`src/rtl/line_sequencer.sv`:
```
// Program sequencer and Bresenham line rasteriser for the plotter datapath.
// Walks the instruction memory, moving the pen or streaming line pixels out on a valid/ready port.
//
// state | meaning
// IDLE  | waiting for start
// FETCH | sample instruction memory at pc
// SETUP | compute deltas, steps and initial error
// DRAW  | present pixel, advance on handshake
// NEXT  | advance pc or finish the run
// DONE  | one-cycle done pulse
module line_sequencer #(
   parameter int PROG_LEN = 3
) (
   input  logic       clk,
   input  logic       rst,
   input  logic       start,
   output logic [7:0] pc,
   input  logic [9:0] next_x,
   input  logic [9:0] next_y,
   input  logic [2:0] ch,
   output logic       pix_valid,
   input  logic       pix_ready,
   output logic [9:0] pix_x,
   output logic [9:0] pix_y,
   output logic [2:0] pix_color,
   output logic       busy,
   output logic       done
);

   localparam logic [7:0] LAST_PC = 8'(PROG_LEN - 1);

   typedef enum logic [2:0] {
      IDLE  = 3'd0,
      FETCH = 3'd1,
      SETUP = 3'd2,
      DRAW  = 3'd3,
      NEXT  = 3'd4,
      DONE  = 3'd5
   } state_t;

   state_t             r_state;
   logic [7:0]         r_pc;
   logic [9:0]         r_cur_x;
   logic [9:0]         r_cur_y;
   logic [9:0]         r_tx;
   logic [9:0]         r_ty;
   logic [2:0]         r_col;
   logic signed [11:0] r_dx;
   logic signed [11:0] r_dy;
   logic signed [11:0] r_err;
   logic               r_sx;
   logic               r_sy;
   logic [9:0]         r_pix_x;
   logic [9:0]         r_pix_y;
   logic [2:0]         r_pix_color;
   logic               r_pix_valid;
   logic               r_busy;
   logic               r_done;

   logic signed [11:0] w_diff_x;
   logic signed [11:0] w_diff_y;
   logic signed [11:0] w_abs_x;
   logic signed [11:0] w_abs_y;
   logic signed [11:0] w_e2;
   logic               w_step_x;
   logic               w_step_y;
   logic signed [11:0] w_err_next;
   logic [9:0]         w_pix_x_next;
   logic [9:0]         w_pix_y_next;
   logic               w_last_pix;

   // 12-bit signed keeps 2*err in range for full 10-bit spans.
   assign w_diff_x = $signed({2'b00, r_tx}) - $signed({2'b00, r_cur_x});
   assign w_diff_y = $signed({2'b00, r_ty}) - $signed({2'b00, r_cur_y});
   assign w_abs_x  = w_diff_x[11] ? -w_diff_x : w_diff_x;
   assign w_abs_y  = w_diff_y[11] ? -w_diff_y : w_diff_y;

   assign w_e2       = r_err <<< 1;
   assign w_step_x   = (w_e2 >= r_dy);
   assign w_step_y   = (w_e2 <= r_dx);
   assign w_err_next = r_err + (w_step_x ? r_dy : 12'sd0) + (w_step_y ? r_dx : 12'sd0);

   assign w_pix_x_next = !w_step_x ? r_pix_x : (r_sx ? r_pix_x + 10'd1 : r_pix_x - 10'd1);
   assign w_pix_y_next = !w_step_y ? r_pix_y : (r_sy ? r_pix_y + 10'd1 : r_pix_y - 10'd1);
   assign w_last_pix   = (r_pix_x == r_tx) && (r_pix_y == r_ty);

   always_ff @(posedge clk) begin
      if (rst) begin
         r_state     <= IDLE;
         r_pc        <= 8'd0;
         r_cur_x     <= 10'd0;
         r_cur_y     <= 10'd0;
         r_tx        <= 10'd0;
         r_ty        <= 10'd0;
         r_col       <= 3'd0;
         r_dx        <= 12'sd0;
         r_dy        <= 12'sd0;
         r_err       <= 12'sd0;
         r_sx        <= 1'b0;
         r_sy        <= 1'b0;
         r_pix_x     <= 10'd0;
         r_pix_y     <= 10'd0;
         r_pix_color <= 3'd0;
         r_pix_valid <= 1'b0;
         r_busy      <= 1'b0;
         r_done      <= 1'b0;
      end else begin
         case (r_state)
            IDLE: begin
               if (start) begin
                  r_pc    <= 8'd0;
                  r_busy  <= 1'b1;
                  r_state <= FETCH;
               end
            end
            FETCH: begin
               r_tx  <= next_x;
               r_ty  <= next_y;
               r_col <= ch;
               if (ch == 3'd0) begin
                  r_cur_x <= next_x;
                  r_cur_y <= next_y;
                  r_state <= NEXT;
               end else begin
                  r_state <= SETUP;
               end
            end
            SETUP: begin
               r_dx        <= w_abs_x;
               r_dy        <= -w_abs_y;
               r_sx        <= !w_diff_x[11];
               r_sy        <= !w_diff_y[11];
               r_err       <= w_abs_x - w_abs_y;
               r_pix_x     <= r_cur_x;
               r_pix_y     <= r_cur_y;
               r_pix_color <= r_col;
               r_pix_valid <= 1'b1;
               r_state     <= DRAW;
            end
            DRAW: begin
               if (pix_ready) begin
                  if (w_last_pix) begin
                     r_cur_x     <= r_tx;
                     r_cur_y     <= r_ty;
                     r_pix_valid <= 1'b0;
                     r_state     <= NEXT;
                  end else begin
                     r_err   <= w_err_next;
                     r_pix_x <= w_pix_x_next;
                     r_pix_y <= w_pix_y_next;
                  end
               end
            end
            NEXT: begin
               if (r_pc == LAST_PC) begin
                  r_done  <= 1'b1;
                  r_state <= DONE;
               end else begin
                  r_pc    <= r_pc + 8'd1;
                  r_state <= FETCH;
               end
            end
            DONE: begin
               r_done  <= 1'b0;
               r_busy  <= 1'b0;
               r_state <= IDLE;
            end
            default: begin
               r_pix_valid <= 1'b0;
               r_busy      <= 1'b0;
               r_done      <= 1'b0;
               r_state     <= IDLE;
            end
         endcase
      end
   end

   assign pc        = r_pc;
   assign pix_valid = r_pix_valid;
   assign pix_x     = r_pix_x;
   assign pix_y     = r_pix_y;
   assign pix_color = r_pix_color;
   assign busy      = r_busy;
   assign done      = r_done;

endmodule

```
`config.mk`:
```
export PLATFORM = sky130hd
export DESIGN_NAME = line_sequencer
export DESIGN_NICKNAME = d
export VERILOG_FILES = /design/src/rtl/line_sequencer.sv
export SDC_FILE = /design/constraint.sdc
export NUM_CORES = 1
export LEC_CHECK = 0
export CORE_MARGIN = 3
export CORE_UTILIZATION = 42
export CTS_CLUSTER_DIAMETER = 200
export DETAILED_ROUTE_END_ITERATION = 6
export PLACE_DENSITY = 0.71
export SLEW_MARGIN = 20
export SYNTH_ARGS = -nofsm -noshare
export SYNTH_HDL_FRONTEND = slang
export SYNTH_SLANG_ARGS = --single-unit
```
`constraint.sdc`:
```
create_clock -name clk -period 5.25 [get_ports clk]
set_input_delay 1.05 -clock clk [delete_from_list [all_inputs] [get_ports clk]]
set_output_delay 1.05 -clock clk [all_outputs]
set_load 0.01 [all_outputs]
```
== Word-level counts from Yosys, hierarchy flattened ==
Cells that the tools add are included.

* Multiplexer cells: 41
* Div/mod/pow operators: 0
* Equal/unequal tests: 17
* Shift-type cells: 0
* $lt $le $gt $ge: 2
* $mul: 0
* Bitwise operators: 3
* Reductions and logical operators: 20
* $add $sub $neg: 13

{| class="wikitable"
|+ Operators with widths
! operator !! count
|-
| $mux W10 || 14
|-
| $pmux W10 S2 || 4
|-
| $mux W12 || 6
|-
| $add A12 B12 Y12 || 2
|-
| $neg A11 Y12 || 2
|-
| $pmux W12 S2 || 1
|-
| $sub A10 B10 Y11 || 2
|-
| $add A10 B1 Y10 const B || 2
|-
| $eq A10 B10 Y1 || 2
|-
| $sub A10 B1 Y10 const B || 2
|-
| $ne A2 B2 Y1 const B || 9
|-
| $mux W8 || 2
|-
| $pmux W8 S2 || 1
|-
| $mux W3 || 5
|-
| $pmux W3 S5 || 1
|-
| $ge A12 B12 Y1 || 1
|-
| $le A12 B12 Y1 || 1
|-
| $neg A12 Y12 || 1
|-
| $reduce_and A3 Y1 || 4
|-
| $reduce_and A4 Y1 || 3
|-
| $reduce_or A4 Y1 || 3
|-
| $sub A12 B12 Y12 || 1
|-
| $add A8 B1 Y8 const B || 1
|-
| $eq A8 B2 Y1 const B || 1
|-
| 12 further kinds || 25
|}

* Bits in latches: 0
* Register bits: 118
* ROM bits: 0
* Output and inout port bits: 34
* Memories: 0
* Bits in writable memories: 0
* Input port bits: 27
* Word-level logic and storage cells: 114

== Longest topological paths before layout ==
Gate-level depths: netlist (run 1).

* Depth in word-level cells: 7
* Depth in mapped cells: 23
* Gate-level depth less buffers: 22

== Worst setup path after synthesis (run 1) ==
No wires, ideal clock.

* Path type: reg-to-reg
* Start: register r_tx[0]
* End: register r_err[10]
* Data required time: 5.131 ns
* Stages on the path, launching flop included: 22
* Setup time: 0.119 ns
* Path buffers: 1
* Path slack: 1.281 ns
* Arrival time: 3.851 ns
* Cells stage by stage: dfxtp_1 inv_1 ha_1 inv_1 fa_1 a211oi_1 nor2_1 o31ai_1 a21oi_1 a31o_2 clkbuf_1 mux2i_1 fa_1 nor2b_1 o21ai_0 a21boi_0 o21ai_0 a21oi_1 a31oi_1 xnor2_1 xnor2_1 a21oi_1

* Longest elaborated chain between the ends: 5

{| class="wikitable"
|+ Ends and longest elaborated chain
! element !! RTL line !! RTL
|-
| from (decl) || 45 || <nowiki>logic [9:0] r_tx;</nowiki>
|-
| from (signal assigned) || 117 || <nowiki>r_tx <= next_x;</nowiki>
|-
| $sub A10 B10 Y11 || 73 || <nowiki>assign w_diff_x = $signed({2'b00, r_tx}) - $signed({2'b00, r_cur_x});</nowiki>
|-
| $neg A11 Y12 || 75 || <nowiki>assign w_abs_x = w_diff_x[11] ? -w_diff_x : w_diff_x;</nowiki>
|-
| $mux W12 || 75 ||
|-
| $sub A12 B12 Y12 || 133 || <nowiki>r_err <= w_abs_x - w_abs_y;</nowiki>
|-
| $pmux W12 S2 || 108 || <nowiki>case (r_state)</nowiki>
|-
| to (signal assigned) || 133 ||
|-
| to (signal assigned) || 148 || <nowiki>r_err <= w_err_next;</nowiki>
|-
| to (decl) || 50 || <nowiki>logic signed [11:0] r_err;</nowiki>
|}

Parallel ways exist; a longest one is shown, timed or not.
A chain may end at the register's enable or synchronous reset.

== Worst setup path after layout (run 1) ==
* Start: register r_err[8]
* End: register r_err[10]

* Longest elaborated chain between the ends: 7

{| class="wikitable"
|+ Ends and longest elaborated chain
! element !! RTL line !! RTL
|-
| $ge A12 B12 Y1 || 79 || <nowiki>assign w_step_x = (w_e2 >= r_dy);</nowiki>
|-
| $mux W12 || 81 || <nowiki>assign w_err_next = r_err + (w_step_x ? r_dy : 12'sd0) + (w_step_y ? r_dx : 12'sd0);</nowiki>
|-
| $add A12 B12 Y12 || 81 ||
|-
| $add A12 B12 Y12 * || 81 ||
|-
| $mux W12 * || 142 || <nowiki>if (w_last_pix) begin</nowiki>
|-
| $mux W12 * || 141 || <nowiki>if (pix_ready) begin</nowiki>
|-
| $pmux W12 S2 * || 108 ||
|}

Every way passes the cells marked *; elsewhere a longest branch is shown, timed or not. The select of a mux whose other input is x is not followed.

==> impl_metrics.py, run 1 <==
metrics = {
    "timing": {
        "slew_headroom_pct": 32.91,
        "fin_skew_ps": 13.41,
        "rsz0062_at_grt": "no",
        "final-max-slew-violation-count": 0,
        "finalCritPeriodShare_pct": 93.34,
        "worst_slew_pin_slew_ps": 1006,
        "worst_slack_ps": 349.8,
        "finalSetupViolCount": 0,
        "hold_slack_ps": 454.4,
        "layout_min_cycle_time_ps": 4900,
        "hold_viol_final": 0,
        "setup_tns_ps": 0,
        "fmax_mhz": 204.1,
    },
    "global_routing": {
        "grt_pass1_vias": 7767,
        "grtUsageTotal_pct": 20.95,
        "grt_max_degree": 76,
        "antenna_found_initial": 0,
        "grt_pass1_wl_um": 38540,
        "grt.overflow.total": 0,
    },
    "pwr": {
        "comb_power_share_pct": 62.8,
        "cellInternalPower_mw": 3.513,
        "power.switching_mw": 2.877,
        "p_leak_nw": 4.084,
        "powerDensity_mw_per_mm2": 619.6,
        "swShare_pct": 45.03,
        "power_frac_seq_pct": 17.8,
        "power.total_mw": 6.390,
        "ir_drop_v": 0.0004191,
        "clockPowerShare_pct": 19.4,
    },
    "status": {
        "status": "complete, no violations",
    },
    "logic_synthesis": {
        "synth_seq_cells": 117,
        "yosysWarnings": 0,
        "yosys.area_share.simple_pct": 20.75,
        "yosysUniqueCellTypes": 75,
        "muxShareOfSynthArea_pct": 1.283,
        "synth_ff_type": "dfxtp_1",
        "synth_edf_count": 0,
        "netlist_instances": 1141,
        "syn_area_mm2": 0.008876,
        "ys_seq_area_share_pct": 26.39,
        "async_flop_share_pct": 0,
        "synth_compound_area_share_pct": 21.12,
        "syn_area_per_cell_um2": 7.779,
        "synth-xor-area-share_pct": 9.388,
        "syn-num-nets": 1266,
        "synthAdderAreaFrac_pct": 15.17,
        "synth_top_family_by_area": "compound AO/OA/AOI/OAI gates",
    },
    "clocking": {
        "h-tree-depth": 4,
        "clockRootBuffer": "clkbuf_16",
        "cts_made_buffers": 17,
        "clock_path_buffers": 2,
        "cts.sinks": 117,
        "cts_setup_buffers": 0,
        "cts_resized": 0,
        "clk_pin_slew_ps": 60,
        "ctsHoldBuffers": 0,
        "cts_tree": "built",
        "insertion_delay_ps": 420,
    },
    "worst_hold_path": {
        "hold_path.class": "flip-flop to flip-flop",
    },
    "floorplanning": {
        "dieArea_mm2": 0.02291,
        "num_io_pins": 61,
        "die_x_um": 151.4,
        "core_mm2": 0.02049,
        "num_rows": 52,
        "die_h_um": 151.4,
        "start_util_pct": 43.31,
    },
    "cells_and_area": {
        "fill_cells": 1958,
        "mostFrequentLayoutCell": "nand2_1",
        "diodes": 0,
        "fin_nets": 1304,
        "synthToLayoutAreaGrowth_pct": 16.18,
        "final_cell_mix": "nand2_1 (154), nor2_1 (133), dfxtp_1 (117)",
        "drive_above_1_share_pct": 6.208,
    },
    "placement": {
        "pre_cts_ws_ps": 376.9,
        "gp_congestion": 0.8807,
        "port-buffer-count": 60,
        "dp_hpwl_um": 17520,
    },
    "drt": {
        "ant_nets": 0,
        "drtIter0Drc": 584,
        "wire_per_inst_um": 16.18,
        "vias": 8078,
        "firstDrtPassIters": 5,
        "wl_um": 23660,
        "avgViaCountPerCell": 5.525,
        "drc_errors": 0,
    },
    "worst_setup_path": {
        "critical_path_class": "flip-flop to flip-flop",
        "cp-end-kind": "flip-flop",
        "cp.required_ps": 5530,
        "path_max_fanout": 5,
        "critPathLaunchType": "flip-flop",
        "cp_data_arrival_time_ps": 5180,
    },
    "job": {
        "drv_cap": 0,
    },
}
-- final timing paths --
kind              slack, ps  cells past startpoint        end      from
setup / recovery        350                     16  r_err[10]  r_err[8]
hold / removal          450                      2   r_dx[11]  r_dx[11]
setup reg to reg        350                     16  r_err[10]  r_err[8]
hold reg to reg         450                      2   r_dx[11]  r_dx[11]
-- power groups by stage --
stage               clock network, mW  registers [mW]  logic [mW]
detailed placement                  0            1.16        3.93
global route                     1.29            1.16        4.47
floorplan                           0            1.12        3.14
finish                           1.24            1.14        4.01
global placement                    0            1.15        3.89
CTS                              1.25            1.14        3.97
-- sequential cells by signal (all words and copies together), names as in the netlist, 3 cells and up --
| signal | cells |
|---|---|
| r_tx | 10 |
| r_state | 3 |
| r_dx | 12 |
| r_cur_y | 10 |
| r_ty | 10 |
| r_err | 11 |
| pix_y | 10 |
| r_col | 3 |
| pix_x | 10 |
| r_dy | 12 |
| r_cur_x | 10 |
| pix_color | 3 |
| pc | 8 |
-- kinds of logic (layout without fill, tap and decap cells) --
group,count (synthesis),count (layout)
DFF,117,117
xor gates and xnor gates,91,91
and+or+nand+nor,410,410
adders and majority gates,98,98
muxes,11,11
buffers and inverters,135,186
AOI/OAI and AO/OA,279,279
-- cell type report --
| cell class | instances | area (µm²) | share of cell area (%) |
|---|---|---|---|
| well taps | 270 | 337.8 | 3.276 |
| clock inverters | 14 | 191.4 | 1.856 |
| repair buffers | 69 | 665.6 | 6.455 |
| inverters | 85 | 319.1 | 3.094 |
| clock buffers | 18 | 429.2 | 4.162 |
| flip-flops and latches | 117 | 2342 | 22.71 |
| multi-input cells | 889 | 6027 | 58.44 |
-- metrics by stage --
stage / instances / cell area [µm²] / util [%]
final: 1462 / 10310 / 50.32
after global routing: 1462 / 10310 / 50.32
after CTS: 1462 / 10310 / 50.29
after detailed placement: 1430 / 9686 / 47.26
after global placement: 1430 / 9686 / 47.26
after floorplan: 1141 / 8876 / -
-- layer usage --
layer	GRT usage (%)	wire, µm	vias up
met5	0	0	-
met4	6.664	405	0
met3	3.770	1454	31
met2	34.39	10990	217
met1	27.93	10800	3792
li1	-	-	4038
-- cells in the mapped netlist, drive strengths merged, types with 9 or more instances --
library cell	number	share of area, %
nand2	155	6.6
nor2	136	5.8
dfxtp	117	26
a21oi	97	5.5
inv	85	3.6
ha	82	12
xnor2	50	5.0
clkbuf	41	1.7
xor2	40	4.1
o21ai	37	2.1
a211oi	30	2.7
a311oi	28	2.8
nand3	18	1.0
nor3	18	1.0
fa	16	3.6
nor2b	13	0.92
o21a	13	1.1
a31oi	11	0.78
a21o	10	0.85
and2	10	0.70
nand2b	10	0.70
nand4	10	0.70
buf	9	0.58
or3	9	0.63
-- critical path, stage by stage (launching register included) --
cell	delay, ps
dfxtp_1	420
ha_1	280
a21o_1	190
a2111oi_0	830
a31oi_1	370
nor2_1	240
fa_1	460
ha_1	300
a21oi_1	160
nor2b_1	70
o21ai_0	130
a21boi_0	140
o41ai_1	490
o21ai_0	240
xnor2_1	230
a31o_2	180
a21oi_1	40
Note: power is estimated with default switching activity, not from simulation.
==> inputs of run 2 (changes only) <==
CTS_CLUSTER_SIZE = 12   (was not set)
==> results of run 2 <==
Same layout as run 1: the final DEF is identical, and so are final timing and power.
